### src/rtl/fnd_scan.sv
// Scanned 8-digit common-anode 7-segment driver with double-buffered display
// word, anti-ghosting blank on every address change and leading-zero blanking.
module fnd_scan #(
  parameter int DIGITS    = 8,
  parameter int ADDR_W    = 3,
  parameter int BLANK_CYC = 4
) (
  input  logic                clk,
  input  logic                rst,
  input  logic [ADDR_W-1:0]   addr,
  input  logic [4*DIGITS-1:0] data_in,
  input  logic [DIGITS-1:0]   dp_in,
  input  logic                load,
  input  logic                lz_en,
  output logic [DIGITS-1:0]   an,
  output logic [6:0]          seg,
  output logic                dp,
  output logic                frame_swap
);

  typedef enum logic {BLANK, DRIVE} state_t;

  function automatic logic [6:0] decode(input logic [3:0] n);
    case (n)
      4'h0: decode = 7'h40;  4'h1: decode = 7'h79;
      4'h2: decode = 7'h24;  4'h3: decode = 7'h30;
      4'h4: decode = 7'h19;  4'h5: decode = 7'h12;
      4'h6: decode = 7'h02;  4'h7: decode = 7'h78;
      4'h8: decode = 7'h00;  4'h9: decode = 7'h10;
      4'hA: decode = 7'h08;  4'hB: decode = 7'h03;
      4'hC: decode = 7'h46;  4'hD: decode = 7'h21;
      4'hE: decode = 7'h06;  default: decode = 7'h0E;
    endcase
  endfunction

  logic [4*DIGITS-1:0] act_data, sh_data;
  logic [DIGITS-1:0]   act_dp, sh_dp;
  logic                pending;
  logic [ADDR_W-1:0]   addr_q;
  state_t              state;
  logic [3:0]          cnt;

  // upper_zero[i]: nibbles i..DIGITS-1 of the active word are all zero
  logic [DIGITS-1:0] upper_zero;
  genvar i;
  generate
    for (i = 0; i < DIGITS; i++) begin : g_lz
      assign upper_zero[i] = ~|act_data[4*DIGITS-1:4*i];
    end
  endgenerate

  logic              chg, swap, blank_dig;
  logic [3:0]        cur_nib;
  logic [DIGITS-1:0] an_sel;

  assign chg       = (addr != addr_q);
  assign swap      = chg && (addr == '0) && pending;
  assign cur_nib   = act_data[{addr_q, 2'b00} +: 4];
  assign blank_dig = lz_en && (addr_q != '0) && upper_zero[addr_q];
  assign an_sel    = ~(DIGITS'(1) << addr_q);

  always_ff @(posedge clk) begin
    if (!rst) begin
      act_data   <= '0;
      act_dp     <= '0;
      sh_data    <= '0;
      sh_dp      <= '0;
      pending    <= 1'b0;
      addr_q     <= '0;
      state      <= BLANK;
      cnt        <= 4'(BLANK_CYC - 1);
      an         <= '1;
      seg        <= 7'h7F;
      dp         <= 1'b1;
      frame_swap <= 1'b0;
    end else begin
      frame_swap <= swap;
      // swap reads the old shadow, so a load on the same edge stays pending
      if (swap) begin
        act_data <= sh_data;
        act_dp   <= sh_dp;
      end
      if (load) begin
        sh_data <= data_in;
        sh_dp   <= dp_in;
        pending <= 1'b1;
      end else if (swap) begin
        pending <= 1'b0;
      end

      if (chg) begin
        addr_q <= addr;
        state  <= BLANK;
        cnt    <= 4'(BLANK_CYC - 1);
        an     <= '1;
        seg    <= 7'h7F;
        dp     <= 1'b1;
      end else if (state == BLANK) begin
        if (cnt == 4'd0) begin
          state <= DRIVE;
          an    <= an_sel;
          seg   <= blank_dig ? 7'h7F : decode(cur_nib);
          dp    <= ~act_dp[addr_q];
        end else begin
          cnt <= cnt - 4'd1;
        end
      end
    end
  end

endmodule
### config.mk
export PLATFORM = sky130hd
export DESIGN_NAME = fnd_scan
export DESIGN_NICKNAME = d
export VERILOG_FILES = /design/src/rtl/fnd_scan.sv
export SDC_FILE = /design/constraint.sdc
export NUM_CORES = 1
export LEC_CHECK = 0
export ABC_AREA = 1
export ABC_CLOCK_PERIOD_IN_PS = 2600
export CAP_MARGIN = 20
export CORE_MARGIN = 8
export CORE_UTILIZATION = 54
export CTS_BUF_LIST = sky130_fd_sc_hd__clkbuf_4 sky130_fd_sc_hd__clkbuf_8 sky130_fd_sc_hd__clkbuf_16
export DETAILED_ROUTE_END_ITERATION = 6
export PLACE_DENSITY = 0.84
export SKIP_CTS_REPAIR_TIMING = 1
export SLEW_MARGIN = 5
export SYNTH_ARGS = -nofsm -noshare
export SYNTH_HDL_FRONTEND = slang
export SYNTH_SLANG_ARGS = --single-unit
### constraint.sdc
create_clock -name clk -period 2.6 [get_ports clk]
set_clock_uncertainty 0.2 [all_clocks]
set_input_delay 0.52 -clock clk [delete_from_list [all_inputs] [get_ports clk]]
set_output_delay 0.52 -clock clk [all_outputs]
set_load 0.01 [all_outputs]
# ---- Word-level counts from Yosys, hierarchy flattened
# Memories as Yosys holds them, arrays and structs flattened.
# Cells that the tools add are included.
# W data, S select, Z words.
dict set report classes {
  reduce_logical 27
  n_lt_le_gt_ge 1
  muxes 9
  bitwise 5
  shifts 2
  n_addsub 1
  n_eq_ne 1
}
# operator n
set ops {}
lappend ops {{$reduce_or A32 Y1} 1}
lappend ops {{$shiftx A32 B6 Y4} 1}
lappend ops {{$reduce_or A28 Y1} 1}
lappend ops {{$reduce_or A24 Y1} 1}
lappend ops {{$reduce_or A20 Y1} 1}
lappend ops {{$reduce_or A16 Y1} 1}
lappend ops {{$reduce_or A12 Y1} 1}
lappend ops {{$logic_not A1 Y1} 8}
lappend ops {{$not A8 Y8} 1}
lappend ops {{$reduce_or A8 Y1} 1}
lappend ops {{$shl A1 B3 Y8 const A} 1}
lappend ops {{$mux W7} 1}
lappend ops {{$bmux W1 S3} 2}
lappend ops {{$mux W1} 6}
lappend ops {{$logic_and A1 B1 Y1} 4}
lappend ops {{$logic_not A4 Y1} 1}
lappend ops {{$lt A3 B4 Y1 const B} 1}
lappend ops {{$not A1 Y1} 4}
lappend ops {{$reduce_and A2 Y1} 2}
lappend ops {{$reduce_or A4 Y1} 1}
lappend ops {{$sub A4 B1 Y4 const B} 1}
lappend ops {{$logic_not A3 Y1} 1}
lappend ops {{$ne A3 B3 Y1} 1}
lappend ops {{$reduce_bool A3 Y1} 1}
lappend ops {{2 further kinds} 2}
dict set report totals {
  memories 1
  register_bits 106
  out_inout_bits 17
  mem_bits_ro 112
  wordCells 59
  input_bits 47
}
# name depth word_bits read_ports rd_clocked_by_memory_dff wr line_no
set mem_list {}
lappend mem_list {{(no name shown)} 16 7 1 0 0 24} ;# case (n)

# ---- Longest topological paths before layout
dict set report depth {
  ltp_word 6
  depth_mapped 15
  depth_no_buf 14
}

# ---- Worst setup path after synthesis
# OpenSTA, ideal clock, no wires.
dict set report synth_path {
  path_kind {register to register}
  start {reg addr_q[0]}
  end {reg seg[5]}
  setup_time_ns 0.115
  t_required_ns 2.285
  t_arrival_ns 1.554
  path_stages_with_launch 16
  path_slack_ns 0.731
  path_cell_list {dfxtp_1 -> buf_6 -> buf_6 -> nand2_1 -> o21ai_0 -> nand2_1 -> nand3_1 -> nand2_2 -> inv_1 -> ha_1 -> nand3_1 -> nand2_1 -> nand2_1 -> nand3_1 -> nand2_1 -> nand2_1}
}
dict set report synth_via {
  elab_chain_len 4
}
# item line_no
set synth_lines {}
lappend synth_lines {{from (decl)} 39} ;# logic [ADDR_W-1:0] addr_q;
lappend synth_lines {{from (signal assigned)} 92} ;# addr_q <= addr;
lappend synth_lines {{branches (longest 4 deep; another with $mem_v2 Z16 W7)} -}
lappend synth_lines {{to (signal assigned)} 102} ;# seg <= blank_dig ? 7'h7F : decode(cur_nib);
lappend synth_lines {{to (decl)} 16} ;# output logic [6:0] seg,
# Parallel ways; which one is timed is not known. The select of a mux whose other input is x is not followed.
# A chain may end at the register's enable or synchronous reset.

# ---- Worst setup path after layout
dict set report layout_path {
  start {reg addr_q[0]}
  end {reg seg[3]}
}
# Same word-level chain as after synthesis.

==> run metrics <==
# IOs 64; top achievable clock speed 438 MHz; setup tns final 0 ns; total detailed-routing wirelength 10300 µm; power density over the cells 552 nW/µm²; fraction of final layout cells sized beyond drive strength 1 0.0677; area share of the largest cell type after synthesis 0.457; Detailed Place HPWL 7550 µm; total number of yosys warnings 0; share of async-settable or async-resettable flops after synthesis 0; slowest library cell on the worst path sky130_fd_sc_hd__dfxtp_1; Fill cells 752; library cell with the highest instance count after synthesis sky130_fd_sc_hd__nand2_1; area of placed instances 5310 µm²; ranking of synthesized cells by instance count 119 x sky130_fd_sc_hd__nand2_1, 109 x sky130_fd_sc_hd__nor2_1, 106 x sky130_fd_sc_hd__dfxtp_1, 82 x sky130_fd_sc_hd__o21ai_0; vias in the first global route 4055; width of the chip 109 µm; maximum buffer depth of the clock tree 2; Nets 758; launching element type of the critical path flip-flop; category of the worst setup path capture point flip-flop; Skew-Pair Late Insertion Delay 0.36 ns; top post-synthesis cells by area sky130_fd_sc_hd__dfxtp_1 46%, sky130_fd_sc_hd__nand2_1 9.6%, sky130_fd_sc_hd__o21ai_0 8.8%, sky130_fd_sc_hd__nor2_1 8.8%, sky130_fd_sc_hd__a21oi_1 6.0%; final number of setup-violating endpoints 0; Finished Layout Cells 817; measured slew at the worst slew-check pin 0.562 ns; number of cells in the design after placement 800; signed area change from the synthesized netlist to the final layout 18.6%; number of buffers created by CTS 9; wire length of the first global-routing pass 18000 µm; synthesized area 4650 µm²; average size of a mapped cell 7.11 µm²; number of cells produced by synthesis 654; worst slew slack as a fraction of its limit 0.625; endpoint arrival time on the critical path 2.34 ns; EDFF count, synth 0; number of antenna violations at the first check in global routing 0; setup repair after global routing missed its margin false; CTS tree built; summed area of non-filler cells in the final layout 5510 µm²; pin count of the biggest net entering global routing 62; final critical path time including I/O delays and setup 2.28 ns; Slew Limit Fails 0; start-to-end type of the worst setup path reg2reg; violation count after the first detailed-route iteration 194; worst-case vdd ir drop 0.250 mV; gpl congestion 0.933; MaxCap Viol Count 0; highest fanout seen on the critical path 12; clock slew at reported path FFs 0.10 ns; buffers added on ports 63; most frequently used flop master after synthesis sky130_fd_sc_hd__dfxtp_1; antenna cell count 0; Initial DRT Pass Iterations 7; clock sinks 106; CTS H-tree depth 3; clk root buf sky130_fd_sc_hd__clkbuf_8; post-route ant nets 0; Placement Rows 34; biggest area consumer among synthesized cells sky130_fd_sc_hd__dfxtp_1; number of hold violations in the final report 0; WP data required 2.66 ns; Worst Hold Class reg2reg; run status complete, no violations; vias after detailed routing 4226; Synth Net Count 708; Std-Cell Core Area 8550 µm²; mean routed wirelength per cell 12.6 µm; DRC violation count after routing 0; count of state elements after synthesis 106; delay of the slowest critical-path stage 0.53 ns; gr usage total 0.184; reported leakage power 0.00235 µW; period utilisation layout 0.877; via density per instance 5.17; overflow left after global routing 0; CP Cell Sequence buf_4 -> nand2_1 -> nand2_1 -> nand2_1 -> nand3_1 -> nand2_1 -> ha_1 -> nand3_1 -> nand3_1 -> nand3_1 -> nand2_1 -> nand2_1; DIE AREA 11800 µm²; Initial Util 0.543; vertical die dimension 109 µm; cell occurring most often along the worst timing path sky130_fd_sc_hd__nand2_1; sequential area share after synthesis 0.457; number of unique standard cell types used by synthesis 28
## stage by stage
step | worst slack (ns) | util | power (µW) | hold slack, ns
after floorplan | 0.731 | - | 1990 | 0.224
after global placement | 0.338 | 0.621 | 2110 | 0.240
after detailed placement | 0.237 | 0.621 | 2120 | 0.246
after CTS | 0.350 | 0.643 | 3060 | 0.262
after global routing | 0.128 | 0.645 | 3190 | 0.281
final | 0.319 | 0.645 | 3040 | 0.258
## critical path: cells and delay by family (launching register included)
kind / cells / cell delay, ns
and+or+nand+nor: 10 / 0.83
adders and majority gates: 1 / 0.35
DFF: 1 / 0.53
buffers and inverters: 1 / 0.27
## path summary, 6_finish.rpt
check                           slack (ns)  depth (start not counted)                     end              startpoint
worst min-delay path                  0.26                          2  act_dp[2]$_SDFFE_PN0P_  act_dp[2]$_SDFFE_PN0P_
worst max register to register        0.32                         12     seg[3]$_SDFFE_PP1P_  addr_q[0]$_SDFFE_PN0P_
worst min register to register        0.26                          2  act_dp[2]$_SDFFE_PN0P_  act_dp[2]$_SDFFE_PN0P_
worst max-delay path                  0.32                         12     seg[3]$_SDFFE_PP1P_  addr_q[0]$_SDFFE_PN0P_
## logic make-up (layout without fill, tap and decap cells)
logic type,Yosys count,count (layout),synth area share
buffers and inverters,98,153,0.0918
flip-flops,106,106,0.457
XOR/XNOR,3,3,0.00566
adder cells (fa/ha/maj),7,7,0.0188
AO/OA/AOI/OAI,155,155,0.171
AND/OR/NAND/NOR,285,285,0.256
## routing by layer
metal / vias up / GRT usage / routed length (µm)
met5: - / 0 / 0
met1: 1911 / 0.235 / 4890
li1: 2197 / - / -
met3: 22 / 0.0349 / 363
met2: 96 / 0.299 / 4810
met4: 0 / 0.0762 / 218
## power by group
| group | total, µW | switching [µW] | internal, µW |
|---|---|---|---|
| Clock | 954 | 550 | 404 |
| Sequential | 1730 | 37.4 | 1690 |
| Combinational | 362 | 203 | 159 |
## area by class of cell
class | instances | area [µm²] | share of cell area
Clock buffer | 11 | 151 | 0.0275
Clock inverter | 5 | 37.5 | 0.00681
Inverter | 63 | 239 | 0.0434
Multi-Input combinational cell | 450 | 2100 | 0.381
Sequential cell | 106 | 2120 | 0.385
Tap cell | 108 | 135 | 0.0245
Timing Repair Buffer | 74 | 728 | 0.132
## cells in the final DEF (no fill, tap or decap), types with 3 or more instances in the layout
master                            instances
sky130_fd_sc_hd__nand2_1                119
sky130_fd_sc_hd__ha_1                     7
sky130_fd_sc_hd__inv_1                   56
sky130_fd_sc_hd__clkbuf_8                11
sky130_fd_sc_hd__o21ai_0                 82
sky130_fd_sc_hd__nand2_2                  5
sky130_fd_sc_hd__a21oi_1                 56
sky130_fd_sc_hd__dfxtp_1                106
sky130_fd_sc_hd__o21ai_1                 10
sky130_fd_sc_hd__nor2_1                 109
sky130_fd_sc_hd__buf_4                    9
sky130_fd_sc_hd__xnor2_1                  3
sky130_fd_sc_hd__nand3_2                  4
sky130_fd_sc_hd__clkdlybuf4s50_1         62
sky130_fd_sc_hd__inv_2                    6
sky130_fd_sc_hd__nand3_1                 41
## sequential cells by signal (all words and copies together), names as in the netlist
| signal | flops |
|---|---|
| pending | 1 |
| addr_q | 3 |
| act_data | 32 |
| act_dp | 8 |
| sh_data | 32 |
| state | 1 |
| seg | 7 |
| sh_dp | 8 |
| dp | 1 |
| cnt | 4 |
| an | 8 |
| frame_swap | 1 |
Power figures use the tool's default switching activity.
==> edit: new RTL, config.mk and constraints unchanged <==
Register the inputs `addr`, `data_in`, `dp_in`, `load` and `lz_en` before use, with the module's reset. The logic sees them one clock later.
--- a/src/rtl/fnd_scan.sv
+++ b/src/rtl/fnd_scan.sv
@@ -21,2 +21,24 @@
   typedef enum logic {BLANK, DRIVE} state_t;
+
+  logic [ADDR_W-1:0] addr_r;
+  logic [4*DIGITS-1:0] data_q;
+  logic [DIGITS-1:0] dp_q;
+  logic load_q;
+  logic lz_en_q;
+
+  always_ff @(posedge clk) begin
+    if (!rst) begin
+      addr_r  <= '0;
+      data_q  <= '0;
+      dp_q    <= '0;
+      load_q  <= '0;
+      lz_en_q <= '0;
+    end else begin
+      addr_r  <= addr;
+      data_q  <= data_in;
+      dp_q    <= dp_in;
+      load_q  <= load;
+      lz_en_q <= lz_en;
+    end
+  end
 
@@ -55,6 +77,6 @@
 
-  assign chg       = (addr != addr_q);
-  assign swap      = chg && (addr == '0) && pending;
+  assign chg       = (addr_r != addr_q);
+  assign swap      = chg && (addr_r == '0) && pending;
   assign cur_nib   = act_data[{addr_q, 2'b00} +: 4];
-  assign blank_dig = lz_en && (addr_q != '0) && upper_zero[addr_q];
+  assign blank_dig = lz_en_q && (addr_q != '0) && upper_zero[addr_q];
   assign an_sel    = ~(DIGITS'(1) << addr_q);
@@ -82,5 +104,5 @@
       end
-      if (load) begin
-        sh_data <= data_in;
-        sh_dp   <= dp_in;
+      if (load_q) begin
+        sh_data <= data_q;
+        sh_dp   <= dp_q;
         pending <= 1'b1;
@@ -91,3 +113,3 @@
       if (chg) begin
-        addr_q <= addr;
+        addr_q <= addr_r;
         state  <= BLANK;
Check against the original RTL: not equivalent (a bounded check fails within 4 cycles, from zero or initial values and one cycle with rst low).
==> edit against the original RTL <==
Total power is 77% higher. Core utilization is 2.6 points higher. Clock power grew to 2.5 times the old value. Sequential cell count is 45 higher. Hold slack worse by 180 ps. Synthesized area is 27% higher. Final area is 31% higher. Worst setup slack better by 99 ps. Wire length is 20% higher. Fmax is 4.5% higher. First-iteration DRC count is 69% higher. Critical path type unchanged. Highest routed layer unchanged.
==> edit: results (changes against the original RTL) <==
register area share after synthesis -> 51.1% (+5.4 points)
Hold Startpoint -> rst
pin count of the biggest net entering global routing -> 84 (+35%)
TritonCTS buffer count -> 17 (+8)
M1 GR Usage -> 21.0% (-2.5 points)
Post-Syn Instances -> 799 (+22%)
GR Util met2 -> 29.6% (-0.28 points)
Pre-antenna DRT Iters -> 5 (-2)
synth unique cells -> 29 (+3.6%)
GR Util All Layers -> 17.5% (-0.86 points)
Synth Net Count -> 853 (+20%)
Slew @ Worst Pin -> 681 ps (+118 ps)
Worst R2R Setup Slack -> 420 ps (+100 ps)
aggregate routed wire length -> 12,300 um (+20%)
leakage power -> 3.45 nW (+47%)
total number of vias -> 4,953 (+17%)
Min-Delay Path Depth -> 3 (+1)
min cycle time layout -> 2180 ps (-99.0 ps)
Placer Congestion -> 0.890 (-4.7%)
worst min path class -> input pin to flop
Finished Layout Cells -> 1,007 (+23%)
Skew-Pair Late Insertion Delay -> 530 ps (+170 ps)
M1 WL -> 5680 um (+16%)
Net Sw Frac -> 24.9% (-1.1 points)
share of cells above drive strength 1 -> 7.04% (+0.27 points)
nets@finish -> 908 (+20%)
H-tree lvl count -> 4 (+1)
R2R depth -> 13 (+1)
met2 wire len -> 5930 um (+23%)
largest cells by area after synthesis -> dfxtp_1 51%, nand2_1 11%, nor2_1 7.0%, inv_1 6.6%, o21ai_0 4.7%
Max FO, Critical Path -> 17 (+5)
status -> completed
Synth top cells by count -> 175 x nand2_1, 151 x dfxtp_1, 110 x nor2_1, 104 x inv_1, 56 x o21ai_0
first-pass GRT wire length -> 21,100 um (+18%)
HPWL Detailed -> 8140 um (+7.7%)
clock slew at reported path FFs -> 70 ps (-30 ps)
Peak VDD IR -> 0.412 mV (+65%)
First DRT Iteration DRCs -> 328 (+69%)
met3 global-route usage -> 4.66% (+1.2 points)
largest registers -> act_data: 32 flops, data_q: 32 flops, sh_data: 32 flops
worst endpoint data arrival time -> 2400 ps (+60 ps)
==> edit: cell types whose count changed after synthesis, sizes merged, moves of 3 or more <==
cell,before,now
nand2,126,179
clkbuf,18,21
dfxtp,106,151
a21oi,56,51
inv,63,108
==> edit: worst reg2reg max path, stage by stage, from the launching register on <==
cell and delay, ps:
dfxtp_1 410, buf_4 240, o21ai_0 110, nand2_1 70, nand3_1 60, nand2_1 210
inv_1 120, ha_1 230, nand3_1 120, nand2_1 70, nand2_1 60, nand3_1 60
nand2_1 60, nand2_1 40
==> edit: kinds of logic after synthesis <==
group,count (synthesis),synth area share (%)
simple gates,339,23.6
compound gates,151,13.0
flops,151,51.1
buf+inv,148,10.3
fa+ha+maj,7,1.48
xor+xnor,3,0.444
==> edit: power by group through the flow <==
stage / Combinational, mW / Clock, mW / Sequential [mW]
3_3_place_gp: 0.439 / 0 / 2.53
3_5_place_dp: 0.447 / 0 / 2.53
6_report: 0.457 / 2.43 / 2.48
4_1_cts: 0.454 / 2.46 / 2.48
2_1_floorplan: 0.312 / 0 / 2.52
5_1_grt: 0.525 / 2.56 / 2.49
==> edit: final cells by class <==
cell class,count,area (um2)
Clock buffer,18,428
Clock inverter,14,161
Inverter,108,405
Timing Repair Buffer,76,758
Multi-Input combinational cell,500,2280
Tap cell,140,175
Fill cell,898,3560
Sequential cell,151,3020
==> edit: metrics by stage <==
stage	total power, mW	hold WS [ps]	area (um2)
final	5.38	78.3	7240
after global routing	5.58	88.6	7240
after CTS	5.40	71.0	7210
after detailed placement	2.98	239	6620
after global placement	2.97	235	6620
after floorplan	2.83	225	5920
